===== src/rtl/note_sequencer.sv =====
// -----------------------------------------------------------------------------
// note_sequencer
// Plays a song stored in an on-chip note table. Each entry holds a tone index
// and a 3-bit duration code. Entries are played in order. After each note a
// fixed silent gap is inserted. An entry with duration code 0 marks the end of
// the song.
//
// Ports
//   i_sys_clk    single clock; all logic on the rising edge
//   i_sys_rst    synchronous, active-high reset
//   i_tick_1ms   one-cycle timebase strobe
//   i_wr_en      note-table write strobe
//   i_wr_addr    note-table write address
//   i_wr_data    table entry {tone, dur_code[2:0]}
//   i_cmd_valid  command strobe
//   i_cmd        00 stop, 01 play, 10 pause/resume toggle, 11 ignored
//   i_loop_en    restart from entry 0 at end of song
//   o_note_out   current tone index, 0 = silence
//   o_tone_en    high while a note is sounding
//   o_busy       high in any state except IDLE
//   o_cur_addr   index of the entry being played
//   o_done       one-cycle pulse when the song ends without looping
// -----------------------------------------------------------------------------
module note_sequencer #(
  parameter int DEPTH  = 128,
  parameter int NOTE_W = 5,
  parameter int DUR1   = 200,
  parameter int DUR2   = 500,
  parameter int DUR3   = 1000,
  parameter int DUR4   = 2000,
  parameter int DUR5   = 4000,
  parameter int GAP_T  = 10
) (
  input  logic                     i_sys_clk,
  input  logic                     i_sys_rst,
  input  logic                     i_tick_1ms,
  input  logic                     i_wr_en,
  input  logic [$clog2(DEPTH)-1:0] i_wr_addr,
  input  logic [NOTE_W+2:0]        i_wr_data,
  input  logic                     i_cmd_valid,
  input  logic [1:0]               i_cmd,
  input  logic                     i_loop_en,
  output logic [NOTE_W-1:0]        o_note_out,
  output logic                     o_tone_en,
  output logic                     o_busy,
  output logic [$clog2(DEPTH)-1:0] o_cur_addr,
  output logic                     o_done
);

  localparam int AW = $clog2(DEPTH);

  localparam logic [15:0]   L_DUR1     = 16'(DUR1);
  localparam logic [15:0]   L_DUR2     = 16'(DUR2);
  localparam logic [15:0]   L_DUR3     = 16'(DUR3);
  localparam logic [15:0]   L_DUR4     = 16'(DUR4);
  localparam logic [15:0]   L_DUR5     = 16'(DUR5);
  localparam logic [15:0]   L_GAP_LAST = (GAP_T > 0) ? 16'(GAP_T - 1) : 16'd0;
  localparam logic [AW-1:0] L_LAST     = AW'(DEPTH - 1);

  typedef enum logic [2:0] {
    S_IDLE, S_FETCH, S_LOAD, S_PLAY, S_GAP, S_PAUSE
  } state_t;

  // Note table. The read port is registered and samples the old word when a
  // write hits the same address in the same cycle.
  logic [NOTE_W+2:0] r_mem [DEPTH];
  logic [NOTE_W+2:0] r_rd_data;

  // NOTE: the table is deliberately left out of reset; RAM macros have no reset
  // and the song must survive a reset pulse.
  always_ff @(posedge i_sys_clk) begin
    if (i_wr_en) r_mem[i_wr_addr] <= i_wr_data;
    r_rd_data <= r_mem[o_cur_addr];
  end

  logic [NOTE_W-1:0] w_rd_tone;
  logic [2:0]        w_rd_code;
  assign w_rd_tone = r_rd_data[NOTE_W+2:3];
  assign w_rd_code = r_rd_data[2:0];

  // Control registers and their next values.
  state_t            r_state,    w_state_nxt;
  state_t            r_resume,   w_resume_nxt;
  logic [AW-1:0]     r_cur_addr, w_addr_nxt;
  logic [15:0]       r_cnt,      w_cnt_nxt;
  logic [15:0]       r_dur,      w_dur_nxt;
  logic [NOTE_W-1:0] r_tone,     w_tone_nxt;
  logic              r_done,     w_done_nxt;

  logic w_cmd_stop, w_cmd_play, w_cmd_pause, w_tick;
  logic w_next_entry, w_end_song;
  logic [15:0] w_dur_sel;

  assign w_cmd_stop  = i_cmd_valid && (i_cmd == 2'b00);
  assign w_cmd_play  = i_cmd_valid && (i_cmd == 2'b01);
  assign w_cmd_pause = i_cmd_valid && (i_cmd == 2'b10);
  // A command in the same cycle as a tick swallows the tick.
  assign w_tick = i_tick_1ms && !(w_cmd_stop || w_cmd_play || w_cmd_pause);

  // Duration lookup; codes 6 and 7 fall back to the shortest note.
  always_comb begin
    case (w_rd_code)
      3'd2:    w_dur_sel = L_DUR2;
      3'd3:    w_dur_sel = L_DUR3;
      3'd4:    w_dur_sel = L_DUR4;
      3'd5:    w_dur_sel = L_DUR5;
      default: w_dur_sel = L_DUR1;
    endcase
  end

  // State register.
  // NOTE: clocked state is written with <= so every register samples values
  // from before the edge, independent of statement order.
  always_ff @(posedge i_sys_clk) begin
    if (i_sys_rst) begin
      r_state    <= S_IDLE;
      r_resume   <= S_PLAY;
      r_cur_addr <= '0;
      r_cnt      <= '0;
      r_dur      <= '0;
      r_tone     <= '0;
      r_done     <= 1'b0;
    end else begin
      r_state    <= w_state_nxt;
      r_resume   <= w_resume_nxt;
      r_cur_addr <= w_addr_nxt;
      r_cnt      <= w_cnt_nxt;
      r_dur      <= w_dur_nxt;
      r_tone     <= w_tone_nxt;
      r_done     <= w_done_nxt;
    end
  end

  // Next-state logic.
  // NOTE: every variable gets a default at the top so no path can leave one
  // unassigned and infer a latch.
  always_comb begin
    w_state_nxt  = r_state;
    w_resume_nxt = r_resume;
    w_addr_nxt   = r_cur_addr;
    w_cnt_nxt    = r_cnt;
    w_dur_nxt    = r_dur;
    w_tone_nxt   = r_tone;
    w_done_nxt   = 1'b0;
    w_next_entry = 1'b0;
    w_end_song   = 1'b0;

    if (w_cmd_stop) begin
      w_state_nxt = S_IDLE;
      w_addr_nxt  = '0;
      w_cnt_nxt   = '0;
      w_tone_nxt  = '0;
    end else begin
      case (r_state)
        S_IDLE: begin
          if (w_cmd_play) begin
            w_state_nxt = S_FETCH;
            w_addr_nxt  = '0;
          end
        end
        S_FETCH: w_state_nxt = S_LOAD;
        S_LOAD: begin
          if (w_rd_code == 3'd0) begin
            w_end_song = 1'b1;
          end else begin
            w_tone_nxt  = w_rd_tone;
            w_dur_nxt   = w_dur_sel;
            w_cnt_nxt   = '0;
            w_state_nxt = S_PLAY;
          end
        end
        S_PLAY: begin
          if (w_cmd_pause) begin
            w_state_nxt  = S_PAUSE;
            w_resume_nxt = S_PLAY;
          end else if (w_tick) begin
            if (r_cnt == r_dur - 16'd1) begin
              w_cnt_nxt = '0;
              if (GAP_T == 0) w_next_entry = 1'b1;
              else            w_state_nxt  = S_GAP;
            end else begin
              w_cnt_nxt = r_cnt + 16'd1;
            end
          end
        end
        S_GAP: begin
          if (w_cmd_pause) begin
            w_state_nxt  = S_PAUSE;
            w_resume_nxt = S_GAP;
          end else if (w_tick) begin
            if (r_cnt == L_GAP_LAST) w_next_entry = 1'b1;
            else                     w_cnt_nxt    = r_cnt + 16'd1;
          end
        end
        S_PAUSE: begin
          if (w_cmd_pause) w_state_nxt = r_resume;
        end
        default: w_state_nxt = S_IDLE;
      endcase
    end

    if (w_next_entry) begin
      if (r_cur_addr != L_LAST) begin
        w_addr_nxt  = r_cur_addr + 1'b1;
        w_state_nxt = S_FETCH;
      end else begin
        w_end_song = 1'b1;
      end
    end

    // An end marker at entry 0 would loop forever, so it always finishes.
    if (w_end_song) begin
      w_addr_nxt = '0;
      w_cnt_nxt  = '0;
      if (i_loop_en && (r_cur_addr != '0)) begin
        w_state_nxt = S_FETCH;
      end else begin
        w_state_nxt = S_IDLE;
        w_done_nxt  = 1'b1;
      end
    end
  end

  // Outputs. The tone is only driven in PLAY, which silences PAUSE and GAP
  // while the saved tone is kept for resume.
  always_comb begin
    o_note_out = (r_state == S_PLAY) ? r_tone : '0;
    o_tone_en  = (r_state == S_PLAY) && (r_tone != '0);
    o_busy     = (r_state != S_IDLE);
    o_cur_addr = r_cur_addr;
    o_done     = r_done;
  end

endmodule


===== config.mk =====
export PLATFORM = sky130hd
export DESIGN_NAME = note_sequencer
export DESIGN_NICKNAME = d
export VERILOG_FILES = /design/src/rtl/note_sequencer.sv
export SDC_FILE = /design/constraint.sdc
export NUM_CORES = 1
export LEC_CHECK = 0
export CAP_MARGIN = 20
export CORE_ASPECT_RATIO = 0.5
export CORE_MARGIN = 2
export CORE_UTILIZATION = 55
export CTS_BUF_LIST = sky130_fd_sc_hd__clkbuf_8
export DETAILED_ROUTE_END_ITERATION = 10
export PLACE_DENSITY = 0.71
export SKIP_LAST_GASP = 1
export SYNTH_ARGS = -nofsm -noshare
export SYNTH_HDL_FRONTEND = slang
export SYNTH_SLANG_ARGS = --single-unit

===== constraint.sdc =====
create_clock -name i_sys_clk -period 3.4 [get_ports i_sys_clk]
set_input_delay 1.02 -clock i_sys_clk [delete_from_list [all_inputs] [get_ports i_sys_clk]]
set_output_delay 1.02 -clock i_sys_clk [all_outputs]
set_load 0.05 [all_outputs]

Word level (Yosys, flattened, before mapping)
Memories as Yosys holds them, arrays and structs flattened. A register that Yosys moved wholly into a read port is not among the register bits.
Cells that the tools add are included.
- flip-flop bits (word level): 51
- latch bits: 0
- memory bits (writable): 1024
- bits in read-only memories: 0
- bits of input ports: 23
- word-level logic and storage cells: 105
- memories: 1
- memories (memory ; depth ; bits a word ; rd ports ; clocked after memory_dff ; write ports ; line ; text):
    r_mem ; 128 ; 8 ; 1 ; 1 ; 1 ; 66 ; logic [NOTE_W+2:0] r_mem [DEPTH];
- add/subtract/negate cells: 3
- multiply operators: 0
- div/mod/pow operators: 0
- order comparisons: 0
- equality and inequality tests: 22
- shift-type cells: 0
- multiplexer cells: 44
- bitwise operators: 3
- reductions and logical operators: 25
- operators by type and width (operator ; count):
    16-bit 2-to-1 mux ; 7
    12-bit case mux with 4 select lines ; 1
    16-bit case mux with 3 select lines ; 1
    3-bit 2-to-1 mux ; 13
    7-bit 2-to-1 mux ; 5
    3-bit case mux with 6 select lines ; 1
    16-bit by 1-bit adder with 16-bit output (second input constant) ; 1
    16-bit == test ; 1
    16-bit by 4-bit == test with 1-bit output (second input constant) ; 1
    2-bit inequality test (second input constant) ; 8
    16-bit by 1-bit subtractor with 16-bit output (second input constant) ; 1
    1-bit 2-to-1 mux ; 14
    3-bit by 2-bit == test with 1-bit output (second input constant) ; 4
    3-bit == test (second input constant) ; 4
    7-bit by 1-bit adder with 7-bit output (second input constant) ; 1
    7-bit inequality test (second input constant) ; 1
    7-bit AND reduction ; 1
    7-bit nonzero test ; 1
    1-bit logical AND ; 6
    3-bit zero test ; 2
    3-bit case mux with 2 select lines ; 1
    3-bit nonzero test ; 2
    2-bit OR reduction ; 3
    5-bit 2-to-1 mux ; 1
    other kinds (13) ; 16

Logic depth before layout (Yosys ltp)
- depth in word-level cells: 13
- gate-level depth with buffers: 10

Worst setup path after synthesis
OpenSTA, ideal clock, no wires.
- kind: input port to flip-flop
- from: input i_cmd[1]
- to: register r_cnt[10]
- library setup time: 0.132 ns
- arrival: 2.574 ns
- required time: 3.268 ns
- slack: 0.694 ns
- stages on the path: 8
- path through: nor3b_1 -> or2_2 -> clkbuf_1 -> nand2b_1 -> a221oi_1 -> nor4_4 -> buf_6 -> nor3_1
- cells in the longest elaborated chain, start to end: 12
- elaborated cells on any way between the ends: 23
- ends and longest elaborated chain (item ; line ; text):
    start, declared ; 41 ; input logic [1:0] i_cmd,
    2-bit by 1-bit == test with 1-bit output or 2-bit zero test (tied branches) ; 95, 94 ;
    1-bit logical AND (on tied branches) ; 95, 94 ;
    1-bit logical OR (2 in series) ; 98 ; assign w_tick = i_tick_1ms && !(w_cmd_stop || w_cmd_play || w_cmd_pause);
    1-bit zero test ; 98 ;
    1-bit logical AND ; 98 ;
    1-bit 2-to-1 mux ; 190 ; end else if (w_tick) begin
    1-bit 2-to-1 mux ; 187 ; if (w_cmd_pause) begin
    1-bit 2-to-1 mux ; 154 ; case (r_state)
    1-bit 2-to-1 mux ; 148 ; if (w_cmd_stop) begin
    1-bit 2-to-1 mux ; 202 ; if (w_next_entry) begin
    3-bit OR reduction (no line) ; n/a ;
    end signal, assigned ; 127 ; r_cnt <= w_cnt_nxt;
    end, declared ; 85 ; logic [15:0] r_cnt, w_cnt_nxt;
Parallel ways exist; a longest one is shown, timed or not.
A chain may end at the register's enable or synchronous reset.

Final worst setup path
- from: register r_cur_addr[5] (netlist: o_cur_addr[5])
- to: output o_cur_addr[5]
- RTL lines (item ; line ; text):
    start, declared ; 84 ; logic [AW-1:0] r_cur_addr, w_addr_nxt;
    start signal, assigned ; 126 ; r_cur_addr <= w_addr_nxt;
    end, declared ; 46 ; output logic [$clog2(DEPTH)-1:0] o_cur_addr,
No word-level cell between the ends.

==> reports/results.tsv <==
metric	value	unit
status	finished, final reports clean	
num_io_pins	38	
vias_per_cell	6.30	
tightest_slew	0.929	ns
relSlewSlack	0.377	
postRouteAntennaNets	0	
ir_drop	0.000363	V
yosys-top-cells-area	edfxtp_1 (72%), mux4_2 (14%), dfxtp_1 (2.4%), nor2_1 (1.6%), mux2i_1 (1.5%)	
synth_xor_area_frac	0.00639	
min_path_type	reg2reg	
place.gp.congestion	0.926	
cp-start-kind	register	
avgSynthCellArea	19.9	um^2
grt_pass1_vias	22300	
dp_cells	3336	
layout.cells.non_filler	3599	
layout.nets	2480	
clock-sinks	1076	
first_pass_iters	6	
core	76900	um^2
setup_tns	0	ns
path_delay_family	buffers and inverters	
synth_fa_ha_area_frac	0.00147	
synth_mux_area_frac	0.159	
p_leak	15.5	nW
cts_buffers	150	
cts_root_buf	clkbuf_8	
cts_hold_buf	0	
setup-violations-final	0	
hold_viol	0	
path_class	reg2out	
grt-ovfl-total	0	
grt_max_degree	81	
area_growth	13.4	%
crit_buf_inv	1	
finalMaxSlewViolations	0	
critPathSlowestCell	clkdlybuf4s50_1	
finClkSkew	0.0436	ns
synth_largest_area_cell	edfxtp_1	
initialDrtViolationCount	3335	
cp-end-kind	output port	
portBuffers	37	
cp_max_fo	8	
synth_top_family_by_area	multiplexers	
synth-async-reset-ratio	0	
design_power_total	24.1	mW
place_ws	-0.0650	ns
dp_hpwl	66.2	mm
start_util	0.553	
max_freq	0.304	GHz
grt_pass1_wl	150	mm
vias	22700	
synth_edf_count	1024	
fp.dieH	201	um
rsz0062_at_grt	no	
path_cells	clkdlybuf4s50_1	
clk_latency	0.80	ns
clockBufferDepth	3	
synth_simple_gate_area_share	0.0460	
post-route-min-period	3.29	ns
p_per_area	500	nW/um^2
cts.clk_slew.worst_paths	0.07	ns
drc	0	
ys_seq_area_frac	0.748	
synth_compound_area_frac	0.0246	
synthCells	2139	
yosys_warnings	0	
wl	103	mm
period_share	0.967	
yosysUniqueCellTypes	64	
ys_ff_latch	1076	
fp.dieW	397	um
slowest_delay	0.89	ns
antenna_found_initial	4	
htree_levels	4	
cts_tree	built	
wire_per_inst	28.7	um
drive_gt1_frac	0.284	
netlist_area	42500	um^2
crit_required	2.38	ns
fillerInstances	5227	
rows	72	
synth.top_cell.area_share	0.723	
synthFlopType	edfxtp_1	
syn_nets	2167	
worstPathArrival	2.27	ns
finalWorstSetupSlack	0.113	ns
grt.total_usage	0.262	
cap_violations	0	
die_area	79700	um^2
-- per-layer routing --
| metal | routed length [um] | track usage | vias to the layer above |
|---|---|---|---|
| met4 | 2220 | 0.0624 | 4 |
| met5 | 15 | 0 | - |
| met1 | 42000 | 0.387 | 11700 |
| li1 | - | - | 9456 |
| met3 | 12700 | 0.0959 | 158 |
| met2 | 46300 | 0.378 | 1329 |
-- cell usage after synthesis (9+ instances only) --
master / instances
edfxtp_1: 1024
buf_2: 32
nand4_1: 17
a211oi_1: 10
mux4_2: 273
xnor2_1: 19
nor2_1: 177
dfxtp_1: 52
a31oi_1: 12
clkbuf_1: 48
and2_1: 10
a22oi_1: 36
a221oi_1: 9
nand2_1: 60
buf_1: 9
a21oi_1: 33
nor2b_1: 22
mux2i_1: 63
nor3_1: 36
o21ai_0: 16
and3_1: 9
buf_4: 19
nand3_1: 41
inv_1: 13
xor2_1: 12
-- flip-flops by register name (all words and copies together) (netlist names) --
register / count
r_resume: 2
o_done: 1
r_rd_data: 8
r_mem: 1024
o_cur_addr: 7
r_dur: 10
r_cnt: 16
r_state: 3
r_tone: 5
-- cell type report --
class	count	area (um^2)	share of cell area
diodes	1	2.50	0.0000519
clock buffers	157	2160	0.0448
clock inverters	105	462	0.00958
inverters	16	62.6	0.00130
multi-input cells	936	10100	0.210
flip-flops and latches	1076	31800	0.659
well taps	1036	1300	0.0269
repair buffers	272	2310	0.0479
-- cells by family (layout without fill, tap and decap cells) --
| group | after synthesis | after routing |
|---|---|---|
| simple gates | 411 | 411 |
| other cells | 0 | 1 |
| compound gates | 153 | 153 |
| xor+xnor | 31 | 31 |
| fa+ha+maj | 5 | 5 |
| buf+inv | 127 | 550 |
| flops | 1076 | 1076 |
| mux | 336 | 336 |
-- cells in the final DEF, fill, tap and decap left out, types with 41 or more instances in the layout --
cell type / count
mux2i_1: 63
nand3_1: 41
mux4_2: 273
buf_4: 227
edfxtp_1: 1024
dfxtp_1: 49
nor2_1: 177
nand2_1: 60
clkbuf_8: 157
inv_1: 58
-- power breakdown --
part / total [mW] / leakage [nW] / switching (mW) / internal [mW]
clock: 9.03 / 1.50 / 4.75 / 4.28
combinational: 0.514 / 4.34 / 0.388 / 0.126
sequential: 14.6 / 9.63 / 0.0241 / 14.5
-- path summary, 6_finish.rpt --
| kind | from | to | slack, ns | depth (start not counted) |
|---|---|---|---|---|
| max | o_cur_addr[5] | o_cur_addr[5] | 0.11 | 1 |
| min | r_rd_data[3] | r_tone[0] | 0.48 | 2 |
| max reg2reg | o_cur_addr[0] | r_cnt[15] | 0.30 | 7 |
| min reg2reg | r_rd_data[3] | r_tone[0] | 0.48 | 2 |
-- what timing repair did --
item,4_1_cts,5_1_grt
endpoints found under the setup margin,10,6
buffers inserted,0,0
resized for setup,14,8
-- metrics by stage --
step	hold WS (ns)	instance area, um^2	util
6_report	0.482	48200	0.627
5_1_grt	0.505	48200	0.627
4_1_cts	0.480	48200	0.627
3_5_place_dp	0.464	45600	0.593
3_3_place_gp	0.452	45600	0.593
2_1_floorplan	0.440	42500	-
(Power assumes the default switching activity.)
